**src/rtl/alu_exec_unit.sv**
```systemverilog
// Execute-stage ALU: single-cycle ADD/SUB/AND/ORR, iterative MLA (shift-add) and SDIV/UDIV (restoring).
// Latency: ALU ops and divide-by-zero 1 cycle, MLA WIDTH+1, SDIV/UDIV WIDTH+2; done is a one-cycle pulse.
// Backpressure: start is accepted only while busy is low; a start during busy is dropped.
module alu_exec_unit #(
    parameter int WIDTH = 32
) (
    input  logic             clk,
    input  logic             rst_n,
    input  logic             start,
    input  logic [2:0]       ALUControl,
    input  logic [WIDTH-1:0] src_a,
    input  logic [WIDTH-1:0] src_b,
    input  logic [WIDTH-1:0] src_c,
    output logic [WIDTH-1:0] result,
    output logic [3:0]       flags,
    output logic             busy,
    output logic             done,
    output logic             div_by_zero
);
    localparam logic [1:0] IDLE = 2'b00;
    localparam logic [1:0] MUL  = 2'b01;
    localparam logic [1:0] DIV  = 2'b10;
    localparam logic [1:0] FIX  = 2'b11;

    localparam int            CW   = $clog2(WIDTH);
    localparam logic [CW-1:0] LAST = CW'(WIDTH - 1);

    logic [1:0]       state;
    logic [CW-1:0]    cnt;
    // a_q: multiplicand / dividend-then-quotient; b_q: multiplier / divisor; acc: accumulator / remainder
    logic [WIDTH-1:0] a_q;
    logic [WIDTH-1:0] b_q;
    logic [WIDTH-1:0] acc;
    logic             neg_q;

    logic [WIDTH:0]   sum;
    logic [WIDTH:0]   dif;
    logic [WIDTH-1:0] alu_res;
    logic             alu_c;
    logic             alu_v;
    logic [3:0]       alu_flags;
    logic             is_sdiv;
    logic [WIDTH-1:0] mag_a;
    logic [WIDTH-1:0] mag_b;
    logic [WIDTH-1:0] mul_next;
    logic [WIDTH:0]   rem_sh;
    logic [WIDTH:0]   rem_dif;
    logic [WIDTH-1:0] rem_next;
    logic [WIDTH-1:0] quo_next;
    logic [WIDTH-1:0] quo_fix;

    function automatic logic [3:0] nz_flags(input logic [WIDTH-1:0] r);
        return {r[WIDTH-1], (r == '0), 2'b00};
    endfunction

    always_comb begin
        sum     = {1'b0, src_a} + {1'b0, src_b};
        dif     = {1'b0, src_a} - {1'b0, src_b};
        alu_res = sum[WIDTH-1:0];
        alu_c   = 1'b0;
        alu_v   = 1'b0;
        case (ALUControl)
            3'b001: begin
                alu_res = dif[WIDTH-1:0];
                alu_c   = ~dif[WIDTH];
                alu_v   = (src_a[WIDTH-1] != src_b[WIDTH-1]) && (dif[WIDTH-1] != src_a[WIDTH-1]);
            end
            3'b010: alu_res = src_a & src_b;
            3'b011: alu_res = src_a | src_b;
            default: begin
                alu_res = sum[WIDTH-1:0];
                alu_c   = sum[WIDTH];
                alu_v   = (src_a[WIDTH-1] == src_b[WIDTH-1]) && (sum[WIDTH-1] != src_a[WIDTH-1]);
            end
        endcase
        alu_flags = {alu_res[WIDTH-1], (alu_res == '0), alu_c, alu_v};
    end

    // Signed division runs on magnitudes; the most-negative value's magnitude still fits unsigned.
    always_comb begin
        is_sdiv = (ALUControl == 3'b101);
        mag_a   = (is_sdiv && src_a[WIDTH-1]) ? -src_a : src_a;
        mag_b   = (is_sdiv && src_b[WIDTH-1]) ? -src_b : src_b;
    end

    always_comb begin
        mul_next = acc + (b_q[0] ? a_q : '0);
        rem_sh   = {acc, a_q[WIDTH-1]};
        rem_dif  = rem_sh - {1'b0, b_q};
        if (rem_dif[WIDTH]) begin
            rem_next = rem_sh[WIDTH-1:0];
            quo_next = {a_q[WIDTH-2:0], 1'b0};
        end else begin
            rem_next = rem_dif[WIDTH-1:0];
            quo_next = {a_q[WIDTH-2:0], 1'b1};
        end
        quo_fix = neg_q ? -a_q : a_q;
    end

    assign busy = (state != IDLE);

    always_ff @(posedge clk or negedge rst_n) begin
        if (!rst_n) begin
            state       <= IDLE;
            cnt         <= '0;
            a_q         <= '0;
            b_q         <= '0;
            acc         <= '0;
            neg_q       <= 1'b0;
            result      <= '0;
            flags       <= 4'b0000;
            done        <= 1'b0;
            div_by_zero <= 1'b0;
        end else begin
            done <= 1'b0;
            case (state)
                IDLE: begin
                    if (start) begin
                        case (ALUControl)
                            3'b100: begin
                                state <= MUL;
                                cnt   <= '0;
                                a_q   <= src_a;
                                b_q   <= src_b;
                                acc   <= src_c;
                            end
                            3'b101, 3'b110: begin
                                if (src_b == '0) begin
                                    result      <= '0;
                                    flags       <= 4'b0100;
                                    div_by_zero <= 1'b1;
                                    done        <= 1'b1;
                                end else begin
                                    state <= DIV;
                                    cnt   <= '0;
                                    a_q   <= mag_a;
                                    b_q   <= mag_b;
                                    acc   <= '0;
                                    neg_q <= is_sdiv && (src_a[WIDTH-1] ^ src_b[WIDTH-1]);
                                end
                            end
                            default: begin
                                result      <= alu_res;
                                flags       <= alu_flags;
                                div_by_zero <= 1'b0;
                                done        <= 1'b1;
                            end
                        endcase
                    end
                end
                MUL: begin
                    acc <= mul_next;
                    a_q <= a_q << 1;
                    b_q <= b_q >> 1;
                    cnt <= cnt + 1'b1;
                    if (cnt == LAST) begin
                        result      <= mul_next;
                        flags       <= nz_flags(mul_next);
                        div_by_zero <= 1'b0;
                        done        <= 1'b1;
                        state       <= IDLE;
                    end
                end
                DIV: begin
                    acc <= rem_next;
                    a_q <= quo_next;
                    cnt <= cnt + 1'b1;
                    if (cnt == LAST) begin
                        state <= FIX;
                    end
                end
                default: begin
                    result      <= quo_fix;
                    flags       <= nz_flags(quo_fix);
                    div_by_zero <= 1'b0;
                    done        <= 1'b1;
                    state       <= IDLE;
                end
            endcase
        end
    end
endmodule

```
**config.mk**
```make
export PLATFORM = sky130hd
export DESIGN_NAME = alu_exec_unit
export DESIGN_NICKNAME = d
export VERILOG_FILES = /design/src/rtl/alu_exec_unit.sv
export SDC_FILE = /design/constraint.sdc
export NUM_CORES = 1
export LEC_CHECK = 0
export BUFFER_PORTS_ARGS = -buffer_cell sky130_fd_sc_hd__buf_2
export CAP_MARGIN = 5
export CELL_PAD_IN_SITES_DETAIL_PLACEMENT = 0
export CELL_PAD_IN_SITES_GLOBAL_PLACEMENT = 1
export CORE_MARGIN = 1.5
export CORE_UTILIZATION = 31
export CTS_CLUSTER_DIAMETER = 60
export DETAILED_ROUTE_END_ITERATION = 6
export PLACE_DENSITY = 0.64
export SYNTH_ARGS = -nofsm -noshare
export SYNTH_HDL_FRONTEND = slang
export SYNTH_SLANG_ARGS = --single-unit
```
**constraint.sdc**
```tcl
create_clock -name clk -period 4.3 [get_ports clk]
set_input_delay 0.215 -clock clk [delete_from_list [all_inputs] [get_ports clk]]
set_output_delay 0.215 -clock clk [all_outputs]
set_load 0.005 [all_outputs]
```
==> results.md <==
- Status: complete, no violations
- Ant. Diodes: 0
- Root Buffer: clkbuf_16
- Synth cell types: 96
- DRT Pass-1 Iters: 5
- Crit Path Category: reg2reg
- Initial Util: a little under a third
- Synthesized area: roughly 18,000 um^2
- Syn. warnings: 0
- Final WL: 79,240 um
- Footprint of the multi-input gates: roughly 14,000 um^2
- Worst min path class: in2reg
- Die area: approximately 60,000 um^2
- CTS Buf Count: 17
- Share of layout cells above drive strength 1: a little over an eighth
- Least-Margin Pin Slew: around 1100 ps
- Total Power: about 16 mW
- Register Area: ~3500 um^2
- Die H: roughly 250 um
- Normalized max-slew margin: between 20 and 30%
- DRC viols: 0
- Clock power share: 9.9%
- Max cap viols: 0
- Internal power: 7.429 mW
- Post-Syn Area per Cell: 7.227 um^2
- Fmax: around 250 MHz
- Synth area leaders: dfrtp_1 19%, ha_1 11%, a21oi_1 7.1%, o21ai_0 5.9%, nand2_1 5.6%
- Gp weighted congestion: ~0.95
- Clock tree sinks: between 100 and 150
- Worst Hold Launch: src_c[5]
- Worst-case reg-to-reg path depth: 17
- Number of global-route vias before repair: between 15,000 and 20,000
- # port buffers: 140
- Max clock buf depth: 2
- First-pass GRT wire length: roughly 120,000 um
- Worst Hold Path EP: acc[5]$_DFFE_PN0P_
- Comb pwr share: between 70 and 80%
- Async SR Flop Fraction: 100.0%
- Crit. path cell count: 17
- Hold path depth: 3
- Reg2reg setup slack: 280 ps
- Vias: roughly 20,000
- CP Buf/Inv Count: 3
- Number of synthesized flops with an enable pin: 0
- Die width: about 250 um
- Skew final: approximately 16 ps
- Commonest non-fill, non-tap cell in the layout: nand2_1
- RSZ-0062 raised after global routing: no
- Most frequent cells in the layout: 275 x nand2_1, 261 x a21oi_1, 217 x o21ai_0
- Post-synth top area share: 19.10%
- Sequential share of the synthesized area: 19.10%
- Post-DP HPWL: 63,810 um
- Sequential share of power: between 10% and 20%
- Largest net degree at the start of global routing: 85
- Arr. time, crit path: ~4400 ps
- Worst R2R Start: b_q[0]$_DFFE_PN0P_
- CTS tree: yes
- Area added between synthesis and finish: 14.14%
- Max rail drop VDD: 476.2 uV
- DRT iter0 DRCs: around 2,000
- Power per cell area: 756.9 nW/um^2
- Routed Antenna Nets: 0
- Ys flop type: dfrtp_1
- Crit path max fanout: 33
- CP top delay family: compound AO/OA/AOI/OAI gates
- CP Capture Type: flop
- Startpoint Class: flop
- Std-Cell Core Area: 58,910 um^2
- # IOs: ~140
- Worst endpoint required time: 4670 ps
- Fin. Hold Viols: 0
- CP Cell Sequence: buf_6, and2_1, ha_1, inv_1, fa_1, nand2b_1, a21oi_1, o31a_1, a31oi_1, buf_4, o21a_1, xnor2_1, or3_1, nor4_4, nand4_1, o41a_1, o21ai_1
- Sw Ratio: between 50% and 60%
- Worst-skew pair later-pin latency: 450 ps
- Initial antenna violation count: 1
- Syn Nets: about 2,800
- Total global-route track usage: between 20% and 30%
- Clock slew at reported path FFs: about 60 ps
- Period Utilization, post-route: just over 90%
- NumNets Final: roughly 3,000
- Row count: slightly below 90
- Slowest Stage Delay on Critical Path: roughly 420 ps
- Period minus WS final: slightly above 4000 ps
- Max Slew Vio Count: 0
- Slowest stage cell, crit path: or3_1
- Fillers: between 6,000 and 7,000
- Post-CTS setup buffer count: 0
- Via/cell ratio: 5.785
- Routed length per instance: about 23 um
- Number of synthesized register bits: between 100 and 150
- Post-synth top area cell: dfrtp_1
- GRT overflow: 0
- Setup total negative slack: 0 ps
- Post-Syn Instances: between 2,000 and 3,000
- Final setup violating endpoints: 0
- Reg2reg end: flags[2]$_DFFE_PN0P_
- Switching power: about 8.5 mW
- H-tree depth: 4
- Leak: between 9 and 10 nW
## power by group through the flow
stage / combinational, mW / clock [mW] / sequential [mW]
after global placement: 11.3 / 0 / 2.80
final: 11.6 / 1.57 / 2.80
after CTS: 11.5 / 1.60 / 2.79
after floorplan: 8.04 / 0 / 2.39
after detailed placement: 11.4 / 0 / 2.81
after global routing: 12.7 / 1.65 / 2.89
## flip-flops by register name (all words and copies together), names as in the netlist
| name | cells |
|---|---|
| a_q | 32 |
| neg_q | 1 |
| result | 32 |
| acc | 32 |
| b_q | 32 |
| flags | 3 |
| state | 2 |
| done | 1 |
| cnt | 5 |
| div_by_zero | 1 |
## worst max-delay path by stage
stage	start	to	slack (ps)
final	b_q[0]$_DFFE_PN0P_	flags[2]$_DFFE_PN0P_	280
after global routing	b_q[0]$_DFFE_PN0P_	flags[2]$_DFFE_PN0P_	9
after global placement	src_a[7]	result[25]$_DFFE_PN0P_	70
after CTS	b_q[0]$_DFFE_PN0P_	flags[2]$_DFFE_PN0P_	170
after detailed placement	src_a[7]	result[25]$_DFFE_PN0P_	120
after floorplan	a_q[31]$_DFFE_PN0P_	acc[28]$_DFFE_PN0P_	710
## cell families (layout without fill, tap and decap cells)
logic type / after synthesis / after routing / share of synthesized area (%)
mux: 51 / 51 / 2.953
fa+ha+maj: 174 / 174 / 11.93
xor+xnor: 147 / 147 / 6.970
compound gates: 907 / 907 / 31.34
buf+inv: 324 / 451 / 6.685
flops: 141 / 141 / 19.10
simple gates: 812 / 812 / 21.02
## metal layers
layer  share of wire [%]  vias up  routed length, um  track usage [%]
li1                    -     9512                  -                -
met1                  47     9606              37230            36.83
met2                  44      770              34910            39.69
met3                 5.8      104               4603            1.964
met4                 3.1        0               2493            8.752
met5                   0        -                  0                0
## synthesized netlist by cell type, drive strengths merged, types with 17 or more instances
cell type,number
a31oi,54
mux2i,23
o21a,21
buf,17
ha,169
o21ai,225
nand3,49
and2,45
a21o,40
mux2,28
nand2b,27
o21bai,23
o31ai,26
o211ai,27
a221oi,23
a211oi,36
nor3,47
inv,168
dfrtp,141
xor2,39
or3,32
nor4,29
nor2,204
xnor2,108
nor2b,26
clkbuf,135
nand2,276
a21oi,263
nand4,19
## final cells by class
class	instances	area share (%)
repair buffers	247	7.370
well taps	773	4.587
flip-flops and latches	141	16.73
inverters	172	3.062
clock inverters	13	0.7299
multi-input cells	2091	65.42
clock buffers	19	2.101
## tightest hold or removal path, stage by stage
cell,delay (ps)
buf_2,80
a211oi_1,80
nor3_1,130
## repair_timing
item | 4_1_cts | 5_1_grt
gates resized for setup | 0 | 3
hold buffers | 1 | 0
endpoints found under the hold margin | 82 | 0
setup endpoints to repair | 0 | 5
## through the flow
| step | area (um^2) | hold slack, ps | setup slack (ps) | instances | utilization [%] |
|---|---|---|---|---|---|
| 6_report | 21090 | 121.9 | 278.2 | 3456 | 35.79 |
| 5_1_grt | 21090 | 139.7 | 9.014 | 3456 | 35.79 |
| 3_3_place_gp | 20470 | 356.9 | 67.37 | 3423 | 34.74 |
| 2_1_floorplan | 18470 | -80.59 | 705.1 | 2556 | - |
| 4_1_cts | 21070 | 105.1 | 172.5 | 3456 | 35.77 |
| 3_5_place_dp | 20470 | 370.5 | 121.5 | 3423 | 34.74 |
(Power assumes the default switching activity.)
